<file path="src/rtl/uart_rx.sv">
// 8N1 asynchronous serial receiver with mid-bit sampling, valid/read handshake,
// framing and overrun flags. Define UART_RX_MAJORITY_EN for 2-of-3 majority sampling.
module uart_rx #(
  parameter int unsigned CLKS_PER_BIT = 868
) (
  input  logic       clk,
  input  logic       rst,
  input  logic       rx_pin,
  input  logic       rx_read,
  output logic [7:0] rx_byte,
  output logic       rx_valid,
  output logic       rx_overrun,
  output logic       frame_err,
  output logic       rx_busy
);

  typedef enum logic [2:0] {
    IDLE,
    START,
    DATA,
    STOP,
    BREAK_WAIT
  } state_t;

  localparam logic [15:0] LAST = 16'(CLKS_PER_BIT - 1);
`ifdef UART_RX_MAJORITY_EN
  // Decisions are taken one clock after the nominal point so the +1 sample is available.
  localparam logic [15:0] START_AT = 16'(CLKS_PER_BIT / 2 + 1);
`else
  localparam logic [15:0] START_AT = 16'(CLKS_PER_BIT / 2);
`endif

  state_t      state, state_n;
  logic [15:0] cnt, cnt_n;
  logic [2:0]  idx, idx_n;
  logic [7:0]  shift, shift_n;
  logic        load, ferr;
  logic        sync1, rxs, rxs_d;
  logic        smp;

`ifdef UART_RX_MAJORITY_EN
  logic rxs_d2;

  always_ff @(posedge clk or negedge rst) begin
    if (!rst) begin
      sync1  <= 1'b1;
      rxs    <= 1'b1;
      rxs_d  <= 1'b1;
      rxs_d2 <= 1'b1;
    end else begin
      sync1  <= rx_pin;
      rxs    <= sync1;
      rxs_d  <= rxs;
      rxs_d2 <= rxs_d;
    end
  end

  assign smp = (rxs_d2 & rxs_d) | (rxs_d2 & rxs) | (rxs_d & rxs);
`else
  always_ff @(posedge clk or negedge rst) begin
    if (!rst) begin
      sync1 <= 1'b1;
      rxs   <= 1'b1;
      rxs_d <= 1'b1;
    end else begin
      sync1 <= rx_pin;
      rxs   <= sync1;
      rxs_d <= rxs;
    end
  end

  assign smp = rxs;
`endif

  always_ff @(posedge clk or negedge rst) begin
    if (!rst) begin
      state <= IDLE;
      cnt   <= '0;
      idx   <= '0;
      shift <= '0;
    end else begin
      state <= state_n;
      cnt   <= cnt_n;
      idx   <= idx_n;
      shift <= shift_n;
    end
  end

  always_comb begin
    state_n = state;
    cnt_n   = cnt + 16'd1;
    idx_n   = idx;
    shift_n = shift;
    load    = 1'b0;
    ferr    = 1'b0;
    case (state)
      IDLE: begin
        // Counter sits at zero so the edge-detect cycle itself is count 0.
        cnt_n = '0;
        if (rxs_d && !rxs) begin
          state_n = START;
          cnt_n   = 16'd1;
        end
      end
      START: begin
        if (cnt == START_AT) begin
          cnt_n = '0;
          idx_n = '0;
          state_n = smp ? IDLE : DATA;
        end
      end
      DATA: begin
        if (cnt == LAST) begin
          shift_n[idx] = smp;
          cnt_n        = '0;
          idx_n        = idx + 3'd1;
          if (idx == 3'd7) state_n = STOP;
        end
      end
      STOP: begin
        if (cnt == LAST) begin
          cnt_n = '0;
          if (smp) begin
            load    = 1'b1;
            state_n = IDLE;
          end else begin
            ferr    = 1'b1;
            state_n = BREAK_WAIT;
          end
        end
      end
      BREAK_WAIT: begin
        cnt_n = '0;
        if (rxs) state_n = IDLE;
      end
      default: begin
        cnt_n   = '0;
        state_n = IDLE;
      end
    endcase
  end

  always_ff @(posedge clk or negedge rst) begin
    if (!rst) begin
      rx_byte    <= '0;
      rx_valid   <= 1'b0;
      rx_overrun <= 1'b0;
      frame_err  <= 1'b0;
    end else begin
      frame_err <= ferr;
      if (load) begin
        rx_byte    <= shift;
        rx_valid   <= 1'b1;
        rx_overrun <= rx_read ? 1'b0 : (rx_overrun | rx_valid);
      end else if (rx_read && rx_valid) begin
        rx_valid   <= 1'b0;
        rx_overrun <= 1'b0;
      end
    end
  end

  assign rx_busy = (state != IDLE);

endmodule

</file>
<file path="config.mk">
export PLATFORM = sky130hd
export DESIGN_NAME = uart_rx
export DESIGN_NICKNAME = d
export VERILOG_FILES = /design/src/rtl/uart_rx.sv
export SDC_FILE = /design/constraint.sdc
export NUM_CORES = 1
export LEC_CHECK = 0
export ABC_CLOCK_PERIOD_IN_PS = 2890
export CAP_MARGIN = 15
export CORE_MARGIN = 2
export CORE_UTILIZATION = 45
export CTS_CLUSTER_SIZE = 25
export DETAILED_ROUTE_END_ITERATION = 16
export PLACE_DENSITY = 0.63
export SLEW_MARGIN = 0
export SYNTH_ARGS = -nofsm -noshare
export SYNTH_HDL_FRONTEND = slang
export SYNTH_SLANG_ARGS = --single-unit
</file>
<file path="constraint.sdc">
create_clock -name clk -period 2.89 [get_ports clk]
set_input_delay 0.867 -clock clk [delete_from_list [all_inputs] [get_ports clk]]
set_output_delay 0.867 -clock clk [all_outputs]
set_load 0.1 [all_outputs]
</file>
==> flow_metrics.tcl <==
set metrics [dict create \
    rsz0062_at_grt "no" \
    grt_usage 0.165 \
    cts_num_sinks 44 \
    cts_buffers 5 \
    die_w_um 73.3 \
    cts_resized 0 \
    power.net_switching_mw 0.505 \
    synth-seq-cells 44 \
    hold_slack_ns 0.359 \
    slew_headroom 0.358 \
    grt_max_degree 45 \
    io_pins 16 \
    cts_max_level 2 \
    fin_crit_sh 0.777 \
    fillCellCount 421 \
    outcome "finished clean" \
    dr.pass1.iters 4 \
    coreArea_um2 4690 \
    cts_buffer_depth 2 \
    drive_above_1_share 0.221 \
    hold_viol_final 0 \
    pwr-share-seq 0.464 \
    maxSlewViolCount 0 \
    cts_tree "built" \
    hp-start "sync1$_DFF_PN1_" \
    worstRegToRegCells 4 \
    synth_area_um2 2160 \
    die_h_um 73.3 \
    use_met1 0.217 \
    gr-total-overflow 0 \
    antenna_found_initial 0 \
    synth_edf_count 0 \
    timing.rr.end "cnt[0]$_DFF_PN0_" \
    p_per_area_nw_per_um2 643 \
    ys_warn_count 0 \
    avgSynthCellArea_um2 11.8 \
    switching_share 0.324 \
    grt_pass1_wl_mm 6.75 \
    start_util 0.461 \
    insertion_delay_ns 0.29 \
    clockRootBuffer "clkbuf_8" \
    place.gp.congestion 0.825 \
    drc 0 \
    synth_seq_area_share 0.511 \
    fin_nets 206 \
    period_minus_slack_ns 2.25 \
    critPathLaunchType "register" \
    worst_ep_arrival_time_ns 1.38 \
    postCtsHoldBufs 0 \
    rows 25 \
    initialDrtViolationCount 132 \
    setup_tns_ns 0 \
    dr_total_vias 1515 \
    postRouteWirelength_mm 4.05 \
    peakVddDrop_uv 291 \
    tightest_slew_ns 0.964 \
    synthToLayoutAreaGrowth_pct 12.1 \
    synth_nets 191 \
    comb_power_share 0.247 \
    worstSetupEndpointType "primary output" \
    grt_busiest_layer "met2" \
    required_ns 2.02 \
    viasPerCell 5.99 \
    p_int_mw 1.05 \
    place_hpwl_mm 2.83 \
    hold_class "reg -> reg" \
    maxCapViolCount 0 \
    async_flop_share 1.00 \
    antenna_left 0 \
    syn_inst 183 \
    crit_type "reg -> out" \
    synth.distinct_cells 45 \
    min_path_cells 0 \
    r2r_start "cnt[3]$_DFF_PN0_" \
    ys.flop_type "dfrtp_1" \
    p_clk_frac 0.289 \
    rrSetupSlack_ns 0.88 \
    crit_path_max_fanout 7 \
    setup_viol 0 \
    clock_skew_ns 0.00897 \
    n_antenna_cell 0 \
    grt_pass1_vias 1417 \
    post_cts_buffers 0 \
    met2_usage 0.262 \
    fmax_mhz 445 \
    wl_per_cell_um 16.0 \
    power_leakage_nw 1.13 \
    clkTransAtPathRegs_ns 0.08 \
    port_buffers 15 \
    die_area_um2 5380 \
    whs_endpoint "rxs$_DFF_PN1_" \
    grtUsageMet3 0.0425 \
]
[final cells by class]
| class | count | area, µm² | area share |
|---|---|---|---|
| repair buffers | 16 | 135 | 0.0558 |
| clock buffers | 6 | 72.6 | 0.0299 |
| inverters | 2 | 7.51 | 0.00310 |
| clock inverters | 2 | 35.0 | 0.0145 |
| flip-flops and latches | 44 | 1100 | 0.456 |
| well taps | 54 | 67.6 | 0.0279 |
| multi-input cells | 129 | 1000 | 0.413 |
[registers in the layout (all words and copies together) (netlist names)]
signal,flops
rx_valid,1
frame_err,1
idx,3
cnt,16
rxs,1
shift,8
sync1,1
rxs_d,1
rx_overrun,1
state,3
rx_byte,8
[synthesized netlist by cell type, types with 3 or more instances]
cell      instances  area share
dfrtp_1          41        0.47
nor3_1           14       0.032
mux2_2           11       0.057
xor2_1           10       0.041
nand4_1           9       0.026
nand2_1           8       0.014
mux2_1            6       0.031
nand3_1           6       0.014
and4_1            5       0.020
nor2_1            5      0.0087
nor2b_1           5       0.014
ha_1              4       0.023
nand2b_1          4       0.012
o21ai_0           4      0.0093
a21oi_1           3      0.0069
and3_1            3      0.0087
clkbuf_1          3      0.0052
dfstp_2           3       0.036
nand4b_1          3       0.012
or3_1             3      0.0087
[power groups by stage]
stage                     Sequential [mW]  Clock (mW)  Combinational (mW)
after global placement              0.726           0               0.369
after floorplan                     0.713           0               0.300
after detailed placement            0.731           0               0.387
after global routing                0.731       0.494               0.418
final                               0.723       0.450               0.386
after CTS                           0.720       0.462               0.387
[worst max-delay path, cell delays in order (launching register included)]
cell and delay [ns]:
dfrtp_1 0.46, or3_1 0.44, buf_12 0.19
[logic make-up after synthesis]
| logic type | share of synthesized area |
|---|---|
| DFF | 0.511 |
| AOI/OAI and AO/OA | 0.0642 |
| xor gates and xnor gates | 0.0486 |
| buffers and inverters | 0.0260 |
| muxes | 0.0885 |
| and+or+nand+nor | 0.238 |
| adders and majority gates | 0.0231 |
[per-stage QoR]
stage,util,power [mW],setup slack [ns],cells,instance area [µm²]
finish,0.517,1.56,0.644,253,2420
global placement,0.494,1.10,0.953,245,2320
floorplan,-,1.01,0.841,183,2160
CTS,0.517,1.57,0.627,253,2420
global route,0.517,1.64,0.577,253,2420
detailed placement,0.494,1.12,0.899,245,2320
[placed cells by master, fill, tap and decap left out, drive strengths merged, types with 4 or more instances in the layout]
master / netlist / layout
nor2b: 5 / 5
and4: 6 / 6
buf: 4 / 14
ha: 4 / 4
clkbuf: 4 / 6
nand3: 7 / 7
dfrtp: 41 / 41
xor2: 10 / 10
nor2: 6 / 6
nand4: 10 / 10
nor3: 14 / 14
nand2b: 4 / 4
o21ai: 4 / 4
mux2: 17 / 17
nand2: 8 / 8
[routing by layer]
layer,up-vias,routed length [µm]
met4,0,46
met5,-,0
li1,712,-
met2,25,1990
met3,6,140
met1,772,1880
[how the worst max path moves through the flow]
stage | slack (ns) | cells past startpoint | from | endpoint
final | 0.64 | 2 | state[1]$_DFFE_PN0P_ | rx_busy
after global routing | 0.58 | 2 | state[1]$_DFFE_PN0P_ | rx_busy
after CTS | 0.63 | 2 | state[1]$_DFFE_PN0P_ | rx_busy
after detailed placement | 0.90 | 5 | cnt[0]$_DFF_PN0_ | cnt[6]$_DFF_PN0_
after global placement | 0.95 | 2 | state[1]$_DFFE_PN0P_ | rx_busy
after floorplan | 0.84 | 1 | state[2]$_DFFE_PN0P_ | rx_busy
Power figures use the tool's default switching activity.
